File: config.mk
export PLATFORM = sky130hd
export DESIGN_NAME = ps2_host_tx
export DESIGN_NICKNAME = d
export VERILOG_FILES = /design/src/rtl/ps2_host_tx.sv
export SDC_FILE = /design/constraint.sdc
export NUM_CORES = 1
export LEC_CHECK = 0
export ABC_AREA = 1
export CORE_MARGIN = 2
export CORE_UTILIZATION = 45
export CTS_BUF_LIST = sky130_fd_sc_hd__clkbuf_8
export DETAILED_ROUTE_END_ITERATION = 6
export GPL_TIMING_DRIVEN = 0
export HOLD_SLACK_MARGIN = 0.03
export PLACE_DENSITY = 0.7
export SETUP_SLACK_MARGIN = 0.02
export SYNTH_ARGS = -nofsm -noshare
export SYNTH_HDL_FRONTEND = slang
export SYNTH_SLANG_ARGS = --single-unit
export TNS_END_PERCENT = 20
File: constraint.sdc
create_clock -name clk -period 1.8 [get_ports clk]
set_input_delay 0.18 -clock clk [delete_from_list [all_inputs] [get_ports clk]]
set_output_delay 0.18 -clock clk [all_outputs]
set_load 0.01 [all_outputs]
File: src/rtl/ps2_host_tx.sv
// rtl/ps2_host_tx.sv - host-to-device PS/2 command byte transmitter
module ps2_host_tx #(
    parameter int INHIBIT_CYCLES = 5000,
    parameter int START_TIMEOUT  = 750000,
    parameter int BIT_TIMEOUT    = 100000
) (
    input  logic       clk,
    input  logic       reset,
    input  logic [7:0] tx_data,
    input  logic       tx_valid,
    output logic       tx_ready,
    output logic       tx_busy,
    output logic       tx_done,
    output logic       tx_error,
    input  logic       PS2_clk_in,
    input  logic       PS2_dat_in,
    output logic       PS2_clk_oe,
    output logic       PS2_dat_oe
);
    localparam int TO_MAX = (START_TIMEOUT > BIT_TIMEOUT) ? START_TIMEOUT : BIT_TIMEOUT;
    localparam int TW     = $clog2(TO_MAX + 1);
    localparam int IW     = $clog2(INHIBIT_CYCLES + 1);

    typedef enum logic [2:0] {IDLE, INHIBIT, REQ, SEND, ACK, WAIT_IDLE} state_t;
    state_t state, state_n;

    logic [1:0]    clk_sync, dat_sync;
    logic          clk_prev;
    logic          sync_clk, sync_dat, fall, guarded;
    logic [7:0]    shreg, shreg_n;
    logic          par, par_n;
    logic [3:0]    bitcnt, bitcnt_n;
    logic [IW-1:0] inh_cnt, inh_cnt_n;
    logic [TW-1:0] to_cnt, to_cnt_n;
    logic          clk_oe_n, dat_oe_n;

    assign sync_clk = clk_sync[1];
    assign sync_dat = dat_sync[1];
    assign fall     = clk_prev & ~sync_clk;
    assign guarded  = (state == REQ) || (state == SEND) || (state == ACK) || (state == WAIT_IDLE);
    assign tx_ready = (state == IDLE);
    assign tx_busy  = (state != IDLE);

    always_ff @(posedge clk or posedge reset) begin
        if (reset) begin
            state      <= IDLE;
            clk_sync   <= 2'b11;
            dat_sync   <= 2'b11;
            clk_prev   <= 1'b1;
            shreg      <= '0;
            par        <= 1'b0;
            bitcnt     <= '0;
            inh_cnt    <= '0;
            to_cnt     <= '0;
            PS2_clk_oe <= 1'b0;
            PS2_dat_oe <= 1'b0;
        end else begin
            state      <= state_n;
            clk_sync   <= {clk_sync[0], PS2_clk_in};
            dat_sync   <= {dat_sync[0], PS2_dat_in};
            clk_prev   <= sync_clk;
            shreg      <= shreg_n;
            par        <= par_n;
            bitcnt     <= bitcnt_n;
            inh_cnt    <= inh_cnt_n;
            to_cnt     <= to_cnt_n;
            PS2_clk_oe <= clk_oe_n;
            PS2_dat_oe <= dat_oe_n;
        end
    end

    always_comb begin
        state_n   = state;
        shreg_n   = shreg;
        par_n     = par;
        bitcnt_n  = bitcnt;
        inh_cnt_n = inh_cnt;
        to_cnt_n  = guarded ? to_cnt - TW'(1) : to_cnt;
        clk_oe_n  = PS2_clk_oe;
        dat_oe_n  = PS2_dat_oe;
        tx_done   = 1'b0;
        tx_error  = 1'b0;
        case (state)
            IDLE: begin
                clk_oe_n = 1'b0;
                dat_oe_n = 1'b0;
                if (tx_valid) begin
                    shreg_n   = tx_data;
                    par_n     = ~^tx_data;
                    inh_cnt_n = IW'(INHIBIT_CYCLES - 1);
                    clk_oe_n  = 1'b1;
                    state_n   = INHIBIT;
                end
            end
            INHIBIT: begin
                // Start-timeout is loaded on entry so the REQ cycle itself counts.
                if (inh_cnt == '0) begin
                    clk_oe_n = 1'b0;
                    dat_oe_n = 1'b1;
                    to_cnt_n = TW'(START_TIMEOUT);
                    state_n  = REQ;
                end else begin
                    inh_cnt_n = inh_cnt - IW'(1);
                end
            end
            REQ: begin
                bitcnt_n = '0;
                state_n  = SEND;
            end
            SEND: begin
                if (fall) begin
                    to_cnt_n = TW'(BIT_TIMEOUT);
                    bitcnt_n = bitcnt + 4'd1;
                    if (bitcnt < 4'd8) begin
                        dat_oe_n = ~shreg[bitcnt[2:0]];
                    end else if (bitcnt == 4'd8) begin
                        dat_oe_n = ~par;
                    end else begin
                        dat_oe_n = 1'b0;
                        state_n  = ACK;
                    end
                end
            end
            ACK: begin
                if (fall) begin
                    to_cnt_n = TW'(BIT_TIMEOUT);
                    if (sync_dat) begin
                        tx_error = 1'b1;
                        state_n  = IDLE;
                    end else begin
                        state_n = WAIT_IDLE;
                    end
                end
            end
            WAIT_IDLE: begin
                if (sync_clk && sync_dat) begin
                    tx_done = 1'b1;
                    state_n = IDLE;
                end
            end
            default: state_n = IDLE;
        endcase
        // An expired timer wins over any other outcome in the same cycle.
        if (guarded && to_cnt == '0) begin
            to_cnt_n = '0;
            clk_oe_n = 1'b0;
            dat_oe_n = 1'b0;
            tx_done  = 1'b0;
            tx_error = 1'b1;
            state_n  = IDLE;
        end
    end
endmodule
==> summary.txt, run 1 <==
=================================================================================
CTS hold repair buffers ............................................            0
Area Growth Syn to Fin .............................................        23.6%
Final nets .........................................................          526
Tightest slew margin relative to the limit .........................        65.3%
Netlist area before placement ......................................     3360 um2
Fraction of power spent switching nets .............................        45.6%
Antenna violations before repair ...................................            0
Launching element type of the critical path ........................         flop
Area fraction of the dominant cell type after synthesis ............        38.0%
Global routing met2 resource utilization ...........................        34.5%
Number of global-route vias before repair ..........................         2921
Largest net degree at the start of global routing ..................           35
Gr busiest metal ...................................................         met2
Sequential fraction of the synthesis area ..........................        41.9%
Wirelength per Cell ................................................      12.9 um
Total die area .....................................................     8180 um2
Maximum level of the CTS H-tree ....................................            2
Starting density of the core .......................................        46.3%
Worst VDD drop .....................................................     0.658 mV
Most frequent cells after synthesis ................................ sky130_fd_sc_hd__nand2_1, sky130_fd_sc_hd__nor2_1, sky130_fd_sc_hd__dfrtp_1, sky130_fd_sc_hd__inv_1, sky130_fd_sc_hd__nand3_1
Library cell occupying the most area in the post-synthesis netlist . sky130_fd_sc_hd__dfrtp_1
DR pass1 iterations ................................................            5
Clock tree sinks ...................................................           56
Type of destination of the critical path ...........................  output port
Global-route total usage across every layer ........................        19.5%
Worst-path cell chain .............................................. nor2_2 > nand4_1 > nor2_4 > nand2_4 > o31ai_4 > buf_2
FF+latch count, synth ..............................................           56
Worst r2r dst ...................................................... to_cnt[12]$_DFF_PP0_
Number of pins exceeding their max-slew limit in the final report ..            0
Post-synth EDFFs ...................................................            0
Clock period minus final worst setup slack .........................      1.93 ns
Worst setup path category ..........................................   reg -> out
Maximum clock insertion buffer count ...............................            2
Vias ...............................................................         3103
HP Class ...........................................................  in -> async
Syn_nets ...........................................................          476
Overflow after GRT .................................................            0
Die outline width ..................................................      90.4 um
Highest-delay cell along the critical path ......................... sky130_fd_sc_hd__dfrtp_1
Share of the core filled with cells ................................        57.3%
Setup repair after global routing missed its margin ................         true
Number of buffer cells added on primary ports ......................           18
Failing checks ..................................................... negative setup slack
Share of total power in sequential cells ...........................        34.4%
Total inserted antenna cells .......................................            0
Row Count ..........................................................           31
R2R Path Start ..................................................... to_cnt[8]$_DFF_PP0_
Yosys synthesis warning count ......................................            0
Peak fanout along the critical path ................................            4
Run status ......................................................... finished, violations left
Reg2Reg Depth ......................................................           10
Inserted Clock Buffers .............................................            5
TritonCTS clock tree ...............................................         done
Arr. time, crit path ...............................................      1.75 ns
Sum of negative setup slack ........................................    -0.338 ns
Delay of the slowest cell on the worst path ........................      0.44 ns
Number of maximum-capacitance constraint violations ................            0
Clock share of power ...............................................        11.5%
Ratio of final minimum period to clock period ......................         107%
Detailed Route Iter0 Violations ....................................          158
Cells taking the most area after synthesis ......................... sky130_fd_sc_hd__dfrtp_1, sky130_fd_sc_hd__nand2_1, sky130_fd_sc_hd__nor2_1
Core Footprint .....................................................     7250 um2
Clk Latency, worst-skew pair .......................................      0.31 ns
Leakage ............................................................      2.04 nW
Global-route track usage on met1 ...................................        25.4%
Required time of the critical path .................................      1.62 ns
Highest achievable clock rate ......................................    0.517 GHz
Register clock-pin slew on the reported worst setup and hold paths .      0.10 ns
Minimum setup slack among reg-to-reg paths .........................     -0.02 ns
Power per unit of standard cell area ...............................  1500 nW/um2
RePlAce Congestion .................................................        0.834
Final setup violating endpoints ....................................            7
Tightest Pin Transition ............................................     0.516 ns
Combinational group share of total power ...........................        54.1%
DRT Wirelength .....................................................      7.87 mm
Syn_area_per_cell ..................................................     7.32 um2
Internal ...........................................................      3.39 mW
Die height .........................................................      90.4 um
Net load switching power ...........................................      2.84 mW
Post-route DRC violation count .....................................            0
Global-route wire length before repair .............................      13.2 mm
Antenna viol nets, final ...........................................            0
Root cell of the clock tree ........................................ sky130_fd_sc_hd__clkbuf_8
Detailed placement HPWL ............................................      5.44 mm
Most frequent cell after synthesis ................................. sky130_fd_sc_hd__nand2_1
Share of async-settable or async-resettable flops after synthesis ..         100%
Count of boundary I/O pins .........................................           19
Clock Skew .........................................................   0.00990 ns
Fin. Hold Viols ....................................................            0
Distinct cells, synth ..............................................           35
Met3 Resource Use GR ...............................................        2.59%
Flip-flop cell with the highest count after synthesis .............. sky130_fd_sc_hd__dfrtp_1
Post-Syn Instances .................................................          459
Fraction of layout cells with a size suffix above 1 ................        20.2%
Setup slack of the critical path after layout ......................    -0.135 ns
Number of vias per cell ............................................         5.10
=================================================================================
==> worst max-delay path by stage <==
stage | startpoint | slack [ns] | endpoint | depth (start not counted)
finish | to_cnt[8]$_DFF_PP0_ | -0.13 | tx_error | 6
detailed placement | to_cnt[0]$_DFF_PP0_ | -0.65 | tx_error | 9
global route | to_cnt[8]$_DFF_PP0_ | -0.20 | tx_done | 7
CTS | to_cnt[0]$_DFF_PP0_ | -0.07 | tx_error | 9
floorplan | to_cnt[0]$_DFF_PP0_ | 0.13 | tx_done | 9
global placement | reset | -0.83 | to_cnt[12]$_DFF_PP0_ | 2
==> kinds of logic (layout without fill, tap and decap cells) <==
group                    after synthesis  after routing  synth area share [%]
buffers and inverters                 63            114                  7.71
XOR/XNOR                              22             22                  5.73
flip-flops                            56             56                  41.9
AO/OA/AOI/OAI                         48             48                  7.71
adder cells (fa/ha/maj)                4              4                  1.49
AND/OR/NAND/NOR                      266            266                  35.5
==> flip-flops by register name (all words and copies together), names as in the netlist <==
| name | cells |
|---|---|
| state | 3 |
| PS2_clk_oe | 1 |
| clk_prev | 1 |
| par | 1 |
| dat_sync | 2 |
| clk_sync | 2 |
| PS2_dat_oe | 1 |
| inh_cnt | 13 |
| bitcnt | 4 |
| to_cnt | 20 |
| shreg | 8 |
==> area by class of cell <==
class | count | area [um2]
tap | 99 | 124
clock inverter | 2 | 7.51
inverter | 57 | 224
fill | 645 | 3100
multi-input combinational | 340 | 1880
timing repair buffer | 43 | 368
clock buffer | 6 | 82.6
sequential | 56 | 1410
buffer | 6 | 53.8
==> metal layers <==
layer  vias to the layer above  share of wire [%]
met2                        73                 49
met4                         0                1.3
li1                       1567                  -
met5                         -                  0
met3                        13                4.1
met1                      1450                 45
==> stage by stage <==
step / setup WS, ns / cell area, um2 / hold slack (ns) / power [mW] / std cells
finish: -0.135 / 4150 / 0.219 / 6.23 / 609
global route: -0.196 / 4150 / 0.253 / 6.78 / 609
CTS: -0.0704 / 4040 / 0.238 / 6.04 / 603
detailed placement: -0.653 / 3680 / 0.350 / 4.93 / 577
global placement: -0.826 / 3660 / 0.346 / 4.85 / 576
floorplan: 0.132 / 3360 / 0.184 / 4.22 / 459
==> cell usage in the layout (no fill, tap or decap), drive strengths merged, types with 2 or more instances in the layout <==
cell / netlist / routed
nand2: 139 / 139
nor2: 66 / 66
inv: 57 / 58
dfrtp: 51 / 51
nand3: 32 / 32
buf: 6 / 32
o21ai: 23 / 23
a21oi: 18 / 18
xor2: 15 / 15
clkdlybuf4s50: 0 / 14
nand4: 11 / 11
nor3: 8 / 8
xnor2: 7 / 7
clkbuf: 0 / 7
nand3b: 5 / 5
dfstp: 5 / 5
ha: 4 / 4
o31ai: 3 / 3
or2: 2 / 2
a31oi: 2 / 2
dlygate4sd2: 0 / 2
==> power by group through the flow <==
stage | clock, mW | combinational, mW | sequential, mW
2_1_floorplan | 0 | 2.17 | 2.05
3_3_place_gp | 0 | 2.71 | 2.14
3_5_place_dp | 0 | 2.78 | 2.15
4_1_cts | 0.733 | 3.20 | 2.11
5_1_grt | 0.790 | 3.79 | 2.20
6_report | 0.717 | 3.37 | 2.14
==> what timing repair did <==
item                                    4_1_cts  5_1_grt
cloned                                        0        0
hold endpoints to repair                      0        0
buffers inserted                             18        6
endpoints found under the setup margin       40       38
pin swaps                                     6       12
resized for setup                            47       20
==> critical path, delay by kind of cell, from the launching register on <==
kind	cells	cell delay, ns
compound gates	1	0.10
buf+inv	1	0.18
flops	1	0.44
simple gates	4	0.72
No activity file was read; power rests on OpenSTA's default activity.
==> inputs of run 2 (changes only) <==
Settings changed: CAP_MARGIN set to 40, CELL_PAD_IN_SITES_DETAIL_PLACEMENT set to 1, CELL_PAD_IN_SITES_GLOBAL_PLACEMENT set to 1, PLACE_DENSITY 0.7 to 0.88, RECOVER_POWER set to 100.
==> run 2 against run 1 <==
Against the previous run:
- the flow finishes with violations (max-capacitance violations, max-slew violations, negative setup slack)
- clock power up 30%
- core utilization increased by 1.3 points
- die area did not move
- count of clock-buffer cells in the layout is the same
- final cell count up 0.82%
- setup slack got worse by 0.088 ns
- combinational power grew 19%
- via count is 15% higher
- critical path depth is 1 higher
- sequential share of layout area down 0.75 points
- first-iteration DRC count is 93% higher
- largest cell class unchanged
==> summary.txt, run 2 (synthesis gave the netlist of run 1 again) <==
=================================================================================
Number of pins exceeding their max-slew limit in the final report ..           35
Number of maximum-capacitance constraint violations ................            1
Sum of negative setup slack ........................................     -4.09 ns
Setup repair after global routing missed its margin ................         true
Worst setup path category ..........................................   reg -> reg
Number of vias per cell ............................................         5.80
Reg2Reg Depth ......................................................            7
Arr. time, crit path ...............................................      2.24 ns
Number of buffer cells added on primary ports ......................           18
Launching element type of the critical path ........................         flop
WP buf/inv .........................................................            2
Inserted Clock Buffers .............................................            5
Maximum level of the CTS H-tree ....................................            2
Clock Skew .........................................................    0.0102 ns
R2R Path Start ..................................................... clk_sync[1]$_DFF_PP1_
Register clock-pin slew on the reported worst setup and hold paths .      0.11 ns
Count of boundary I/O pins .........................................           19
Minimum setup slack among reg-to-reg paths .........................     -0.22 ns
CTS hold repair buffers ............................................            0
Maximum clock insertion buffer count ...............................            2
Leakage ............................................................      2.09 nW
Final nets .........................................................          531
Wirelength per Cell ................................................      20.6 um
Peak fanout along the critical path ................................            6
Type of destination of the critical path ...........................         flop
RePlAce Congestion .................................................        0.808
Family with the most delay on the worst path .......................   flip-flops
Global-route total usage across every layer ........................        28.2%
Starting density of the core .......................................        46.3%
Worst hold start ................................................... dat_sync[0]$_DFF_PP1_
Share of the core filled with cells ................................        58.6%
TritonCTS clock tree ...............................................         done
Setup slack of the critical path after layout ......................    -0.223 ns
Top reg by flops ...................................................       to_cnt
Run status ......................................................... finished, violations left
First element of the critical path ................................. clk_sync[1]$_DFF_PP1_
Overflow after GRT .................................................            0
Area Growth Syn to Fin .............................................        26.5%
DR pass1 iterations ................................................            6
Die outline width ..................................................      90.4 um
Delay of the slowest cell on the worst path ........................      0.57 ns
Highest achievable clock rate ......................................    0.494 GHz
Leading cell type in the layout, fill and taps excluded ............ sky130_fd_sc_hd__nand2_1
Post-route DRC violation count .....................................            0
Clock tree sinks ...................................................           56
Ratio of final minimum period to clock period ......................         112%
Antenna viol nets, final ...........................................            0
Largest register FFs ...............................................           20
Clk Latency, worst-skew pair .......................................      0.33 ns
Cell depth of the worst hold path ..................................            0
Global-route wire length before repair .............................      18.4 mm
Die height .........................................................      90.4 um
Core Footprint .....................................................     7250 um2
Worst-path cell chain .............................................. inv_1 > nand2_1 > inv_1 > a21oi_1 > nor2_1 > xor2_1 > nor2_1
Fraction of layout cells with a size suffix above 1 ................        22.7%
Required time of the critical path .................................      2.02 ns
Most used cells in the layout excluding fill and tap cells ......... sky130_fd_sc_hd__nand2_1, sky130_fd_sc_hd__nor2_1, sky130_fd_sc_hd__dfrtp_1
Root cell of the clock tree ........................................ sky130_fd_sc_hd__clkbuf_8
Highest-delay cell along the critical path ......................... sky130_fd_sc_hd__dfstp_1
Row Count ..........................................................           31
Tightest Pin Transition ............................................      1.53 ns
HP Class ...........................................................   reg -> reg
Top Registers ...................................................... to_cnt (20), inh_cnt (13), shreg (8)
Fin. Hold Viols ....................................................            0
Clock period minus final worst setup slack .........................      2.02 ns
Tightest slew margin relative to the limit .........................       -1.85%
Antenna violations before repair ...................................            0
DRT Wirelength .....................................................      12.7 mm
Power per unit of standard cell area ...............................  1690 nW/um2
Largest net degree at the start of global routing ..................           36
Worst r2r dst ...................................................... bitcnt[2]$_DFFE_PP0P_
Detailed placement HPWL ............................................      6.66 mm
Total die area .....................................................     8180 um2
Detailed Route Iter0 Violations ....................................          305
Number of global-route vias before repair ..........................         3748
Total inserted antenna cells .......................................            0
Final setup violating endpoints ....................................           47
Vias ...............................................................         3564
Worst hold path endpoint ........................................... dat_sync[1]$_DFF_PP1_
Worst VDD drop .....................................................     0.974 mV
Failing checks ..................................................... max-capacitance violations, max-slew violations, negative setup slack
=================================================================================
==> run 2: worst reg2reg max path, cell delays in order, from the launching register on <==
cell	delay, ns
sky130_fd_sc_hd__dfstp_1	0.57
sky130_fd_sc_hd__inv_1	0.06
sky130_fd_sc_hd__nand2_1	0.20
sky130_fd_sc_hd__inv_1	0.18
sky130_fd_sc_hd__a21oi_1	0.47
sky130_fd_sc_hd__nor2_1	0.14
sky130_fd_sc_hd__xor2_1	0.23
sky130_fd_sc_hd__nor2_1	0.07
==> run 2: per-stage QoR <==
stage | hold slack, ns | instance area [um2] | setup WS [ns] | cells | total power [mW]
after floorplan | 0.184 | 3360 | 0.132 | 459 | 4.22
after global placement | 0.346 | 3660 | -0.825 | 576 | 4.88
after detailed placement | 0.347 | 3690 | -0.729 | 577 | 5.11
after CTS | 0.253 | 4100 | -0.0837 | 603 | 6.48
after global routing | 0.371 | 4250 | -0.307 | 614 | 7.58
final | 0.365 | 4250 | -0.223 | 614 | 7.20
==> run 2: worst max path at each step <==
stage / slack, ns / cells after the start / end
after CTS: -0.08 / 10 / tx_done
final: -0.22 / 7 / bitcnt[2]$_DFFE_PP0P_
after global routing: -0.31 / 6 / bitcnt[3]$_DFFE_PP0P_
after global placement: -0.83 / 2 / inh_cnt[11]$_DFFE_PP0P_
after floorplan: 0.13 / 9 / tx_done
after detailed placement: -0.73 / 10 / tx_done
==> run 2: routing by layer <==
metal / vias to the layer above / share of wire [%] / GRT usage, %
met4: 0 / 2.7 / 11.4
li1: 1567 / - / -
met1: 1758 / 40 / 33.7
met3: 43 / 5.9 / 4.34
met5: - / 0 / 0
met2: 196 / 52 / 50.8
==> run 2: repair_timing <==
item / in CTS / in global routing
endpoints found under the setup margin: 40 / 42
cloned: 0 / 0
pin swaps: 7 / 13
gates resized for setup: 52 / 33
buffers inserted: 18 / 11
==> run 2: where the power goes <==
group          total, mW  leakage [nW]  internal, mW  switching [mW]
Sequential          2.24         0.666          1.73           0.516
Clock              0.932        0.0614         0.457           0.475
Combinational       4.02          1.36          1.47            2.55
Total               7.20          2.09          3.65            3.54
==> run 2: cell type report <==
type                       instances  area [um2]
clock inverter                     2        38.8
sequential                        56        1410
buffer                             6        61.3
clock buffer                       6        82.6
fill                             880        3000
timing repair buffer              48         417
multi-input combinational        340        1890
inverter                          57         229
tap                               99         124
==> inputs of run 3 (changes only) <==
Settings changed: CAP_MARGIN 40 to 20, CORE_UTILIZATION 45 to 46, PLACE_DENSITY 0.88 to 0.9.
==> run 3 against run 2 <==
Against the previous run:
- the run ends with negative setup slack left
- sequential cell count stayed put
- sequential power rose by 2%
- clock skew is 0.012 ns higher
- global-route usage rose by 0.49 points
- hold slack lost 0.046 ns
- die area decreased by 2.1%
- cell area rose by 1.2%
- sequential share of layout area fell by 0.34 points
- first-iteration DRC count decreased by 19%
- setup slack worse by 0.034 ns
- total power grew 1.5%
==> summary.txt, run 3 (synthesis gave the netlist of run 1 again) <==
=================================================================================
Vias ...............................................................         3740
Number of maximum-capacitance constraint violations ................            0
Failing checks ..................................................... negative setup slack
Power per unit of standard cell area ...............................  1700 nW/um2
Detailed Route Iter0 Violations ....................................          248
Antenna viol nets, final ...........................................            0
Required time of the critical path .................................      1.62 ns
Die outline width ..................................................      89.5 um
Run status ......................................................... finished, violations left
Largest net degree at the start of global routing ..................           31
Core Footprint .....................................................     7180 um2
Launching element type of the critical path ........................         flop
Number of buffer cells added on primary ports ......................           18
Internal ...........................................................      3.59 mW
Number of global-route vias before repair ..........................         3575
Share of the core filled with cells ................................        60.0%
Net load switching power ...........................................      3.72 mW
Final nets .........................................................          540
Fin. Hold Viols ....................................................            0
Most used cells in the layout excluding fill and tap cells ......... sky130_fd_sc_hd__nand2_1, sky130_fd_sc_hd__dfrtp_1, sky130_fd_sc_hd__inv_1, sky130_fd_sc_hd__nor2_1, sky130_fd_sc_hd__buf_4
Share of total power in sequential cells ...........................        31.2%
Die height .........................................................      89.5 um
Ratio of final minimum period to clock period ......................         114%
Worst setup path category ..........................................   reg -> out
Global-route wire length before repair .............................      17.6 mm
Number of vias per cell ............................................         6.00
Detailed placement HPWL ............................................      6.97 mm
Maximum level of the CTS H-tree ....................................            2
DRT Wirelength .....................................................      14.1 mm
Maximum clock insertion buffer count ...............................            2
Arr. time, crit path ...............................................      1.88 ns
Peak fanout along the critical path ................................            4
Global-route total usage across every layer ........................        28.7%
Antenna violations before repair ...................................            0
Area Growth Syn to Fin .............................................        28.0%
Clock Skew .........................................................    0.0221 ns
Tightest slew margin relative to the limit .........................        52.2%
Leading cell type in the layout, fill and taps excluded ............ sky130_fd_sc_hd__nand2_1
Combinational group share of total power ...........................        58.5%
Clock period minus final worst setup slack .........................      2.06 ns
Setup slack of the critical path after layout ......................    -0.258 ns
Tightest Pin Transition ............................................     0.716 ns
DR pass1 iterations ................................................            5
Setup repair after global routing missed its margin ................         true
Post-placement setup slack .........................................    -0.740 ns
Total inserted antenna cells .......................................            0
Row Count ..........................................................           31
RePlAce Congestion .................................................        0.807
Largest register FFs ...............................................           20
Fraction of power spent switching nets .............................        50.9%
Worst VDD drop .....................................................     0.987 mV
Fraction of layout cells with a size suffix above 1 ................        25.6%
Register clock-pin slew on the reported worst setup and hold paths .      0.13 ns
Inserted Clock Buffers .............................................            5
Top reg by flops ...................................................       to_cnt
Clock share of power ...............................................        10.3%
Root cell of the clock tree ........................................ sky130_fd_sc_hd__clkbuf_8
Clock tree sinks ...................................................           56
Wirelength per Cell ................................................      22.7 um
Clk Latency, worst-skew pair .......................................      0.34 ns
Number of pins exceeding their max-slew limit in the final report ..            0
Highest achievable clock rate ......................................    0.486 GHz
Total die area .....................................................     8010 um2
Overflow after GRT .................................................            0
Final setup violating endpoints ....................................           33
Top Registers ...................................................... to_cnt (20), inh_cnt (13), shreg (8)
Post-route DRC violation count .....................................            0
Leakage ............................................................      2.10 nW
Count of boundary I/O pins .........................................           19
Type of destination of the critical path ...........................  output port
Starting density of the core .......................................        46.8%
TritonCTS clock tree ...............................................         done
CTS hold repair buffers ............................................            0
HP Class ...........................................................  in -> async
=================================================================================
run 3: cell count changes in the layout (fill, tap and decap cells not counted), moves of 3 or more:
cell and delta:
sky130_fd_sc_hd__buf_4 +11, sky130_fd_sc_hd__nand2_2 +4, sky130_fd_sc_hd__nor2_1 -4, sky130_fd_sc_hd__nand2_1 -3
sky130_fd_sc_hd__nand3_2 -3, sky130_fd_sc_hd__nor2_2 +3
run 3: path summary, 6_finish.rpt:
kind / startpoint / to / slack, ns / cells after the start
worst max register to register: state[1]$_DFFE_PP0P_ / state[1]$_DFFE_PP0P_ / -0.21 / 8
worst min register to register: clk_sync[0]$_DFF_PP1_ / clk_sync[1]$_DFF_PP1_ / 0.37 / 0
worst min-delay path: reset / state[0]$_DFFE_PP0P_ / 0.32 / 2
max in group asynchronous: reset / dat_sync[0]$_DFF_PP1_ / 0.79 / 3
worst max-delay path: to_cnt[8]$_DFF_PP0_ / tx_done / -0.26 / 7
min in group clk: clk_sync[0]$_DFF_PP1_ / clk_sync[1]$_DFF_PP1_ / 0.37 / 0
run 3: final cells by class:
cell class / instances / area, um2
repair buffers: 57 / 473
multi-input cells: 340 / 1930
clock inverters: 3 / 16.3
plain buffers: 6 / 53.8
inverters: 57 / 224
flip-flops and latches: 56 / 1420
clock buffers: 5 / 68.8
fillers: 890 / 2870
well taps: 99 / 124
run 3: critical path, stage by stage (launching register included):
cell and delay (ns):
sky130_fd_sc_hd__dfrtp_1 0.46, sky130_fd_sc_hd__nor2_2 0.26, sky130_fd_sc_hd__nand4_1 0.23, sky130_fd_sc_hd__nor2_4 0.22, sky130_fd_sc_hd__nand2_4 0.11, sky130_fd_sc_hd__clkinv_4 0.09
sky130_fd_sc_hd__nor3_2 0.05, sky130_fd_sc_hd__buf_2 0.14
run 3: metrics by stage:
| step | hold WS [ns] | TNS (ns) | power [mW] | area [um2] | cells |
|---|---|---|---|---|---|
| finish | 0.319 | -2.23 | 7.31 | 4300 | 623 |
| global route | 0.366 | -4.37 | 7.66 | 4300 | 623 |
| CTS | 0.264 | -0.243 | 6.22 | 4020 | 598 |
| detailed placement | 0.350 | -10.20 | 5.13 | 3680 | 577 |
| global placement | 0.345 | -49.67 | 4.87 | 3660 | 576 |
| floorplan | 0.184 | 0 | 4.22 | 3360 | 459 |
run 3: metal layers:
layer	part of all wire [%]	GRT usage, %	vias up
li1	-	-	1582
met1	37	35.1	1859
met2	51	51.6	216
met3	6.3	3.97	83
met4	5.5	9.91	0
met5	0	0	-
run 3: what timing repair did:
action	in CTS	in global routing
setup endpoints to repair	42	40
pin swaps	6	15
cloned	0	0
resized for setup	51	36
buffers inserted	13	25
run 3: power groups by stage:
stage	clock (mW)	sequential (mW)	combinational, mW
finish	0.755	2.28	4.27
detailed placement	0	2.18	2.95
CTS	0.724	2.16	3.33
floorplan	0	2.05	2.17
global placement	0	2.16	2.71
global route	0.792	2.30	4.57
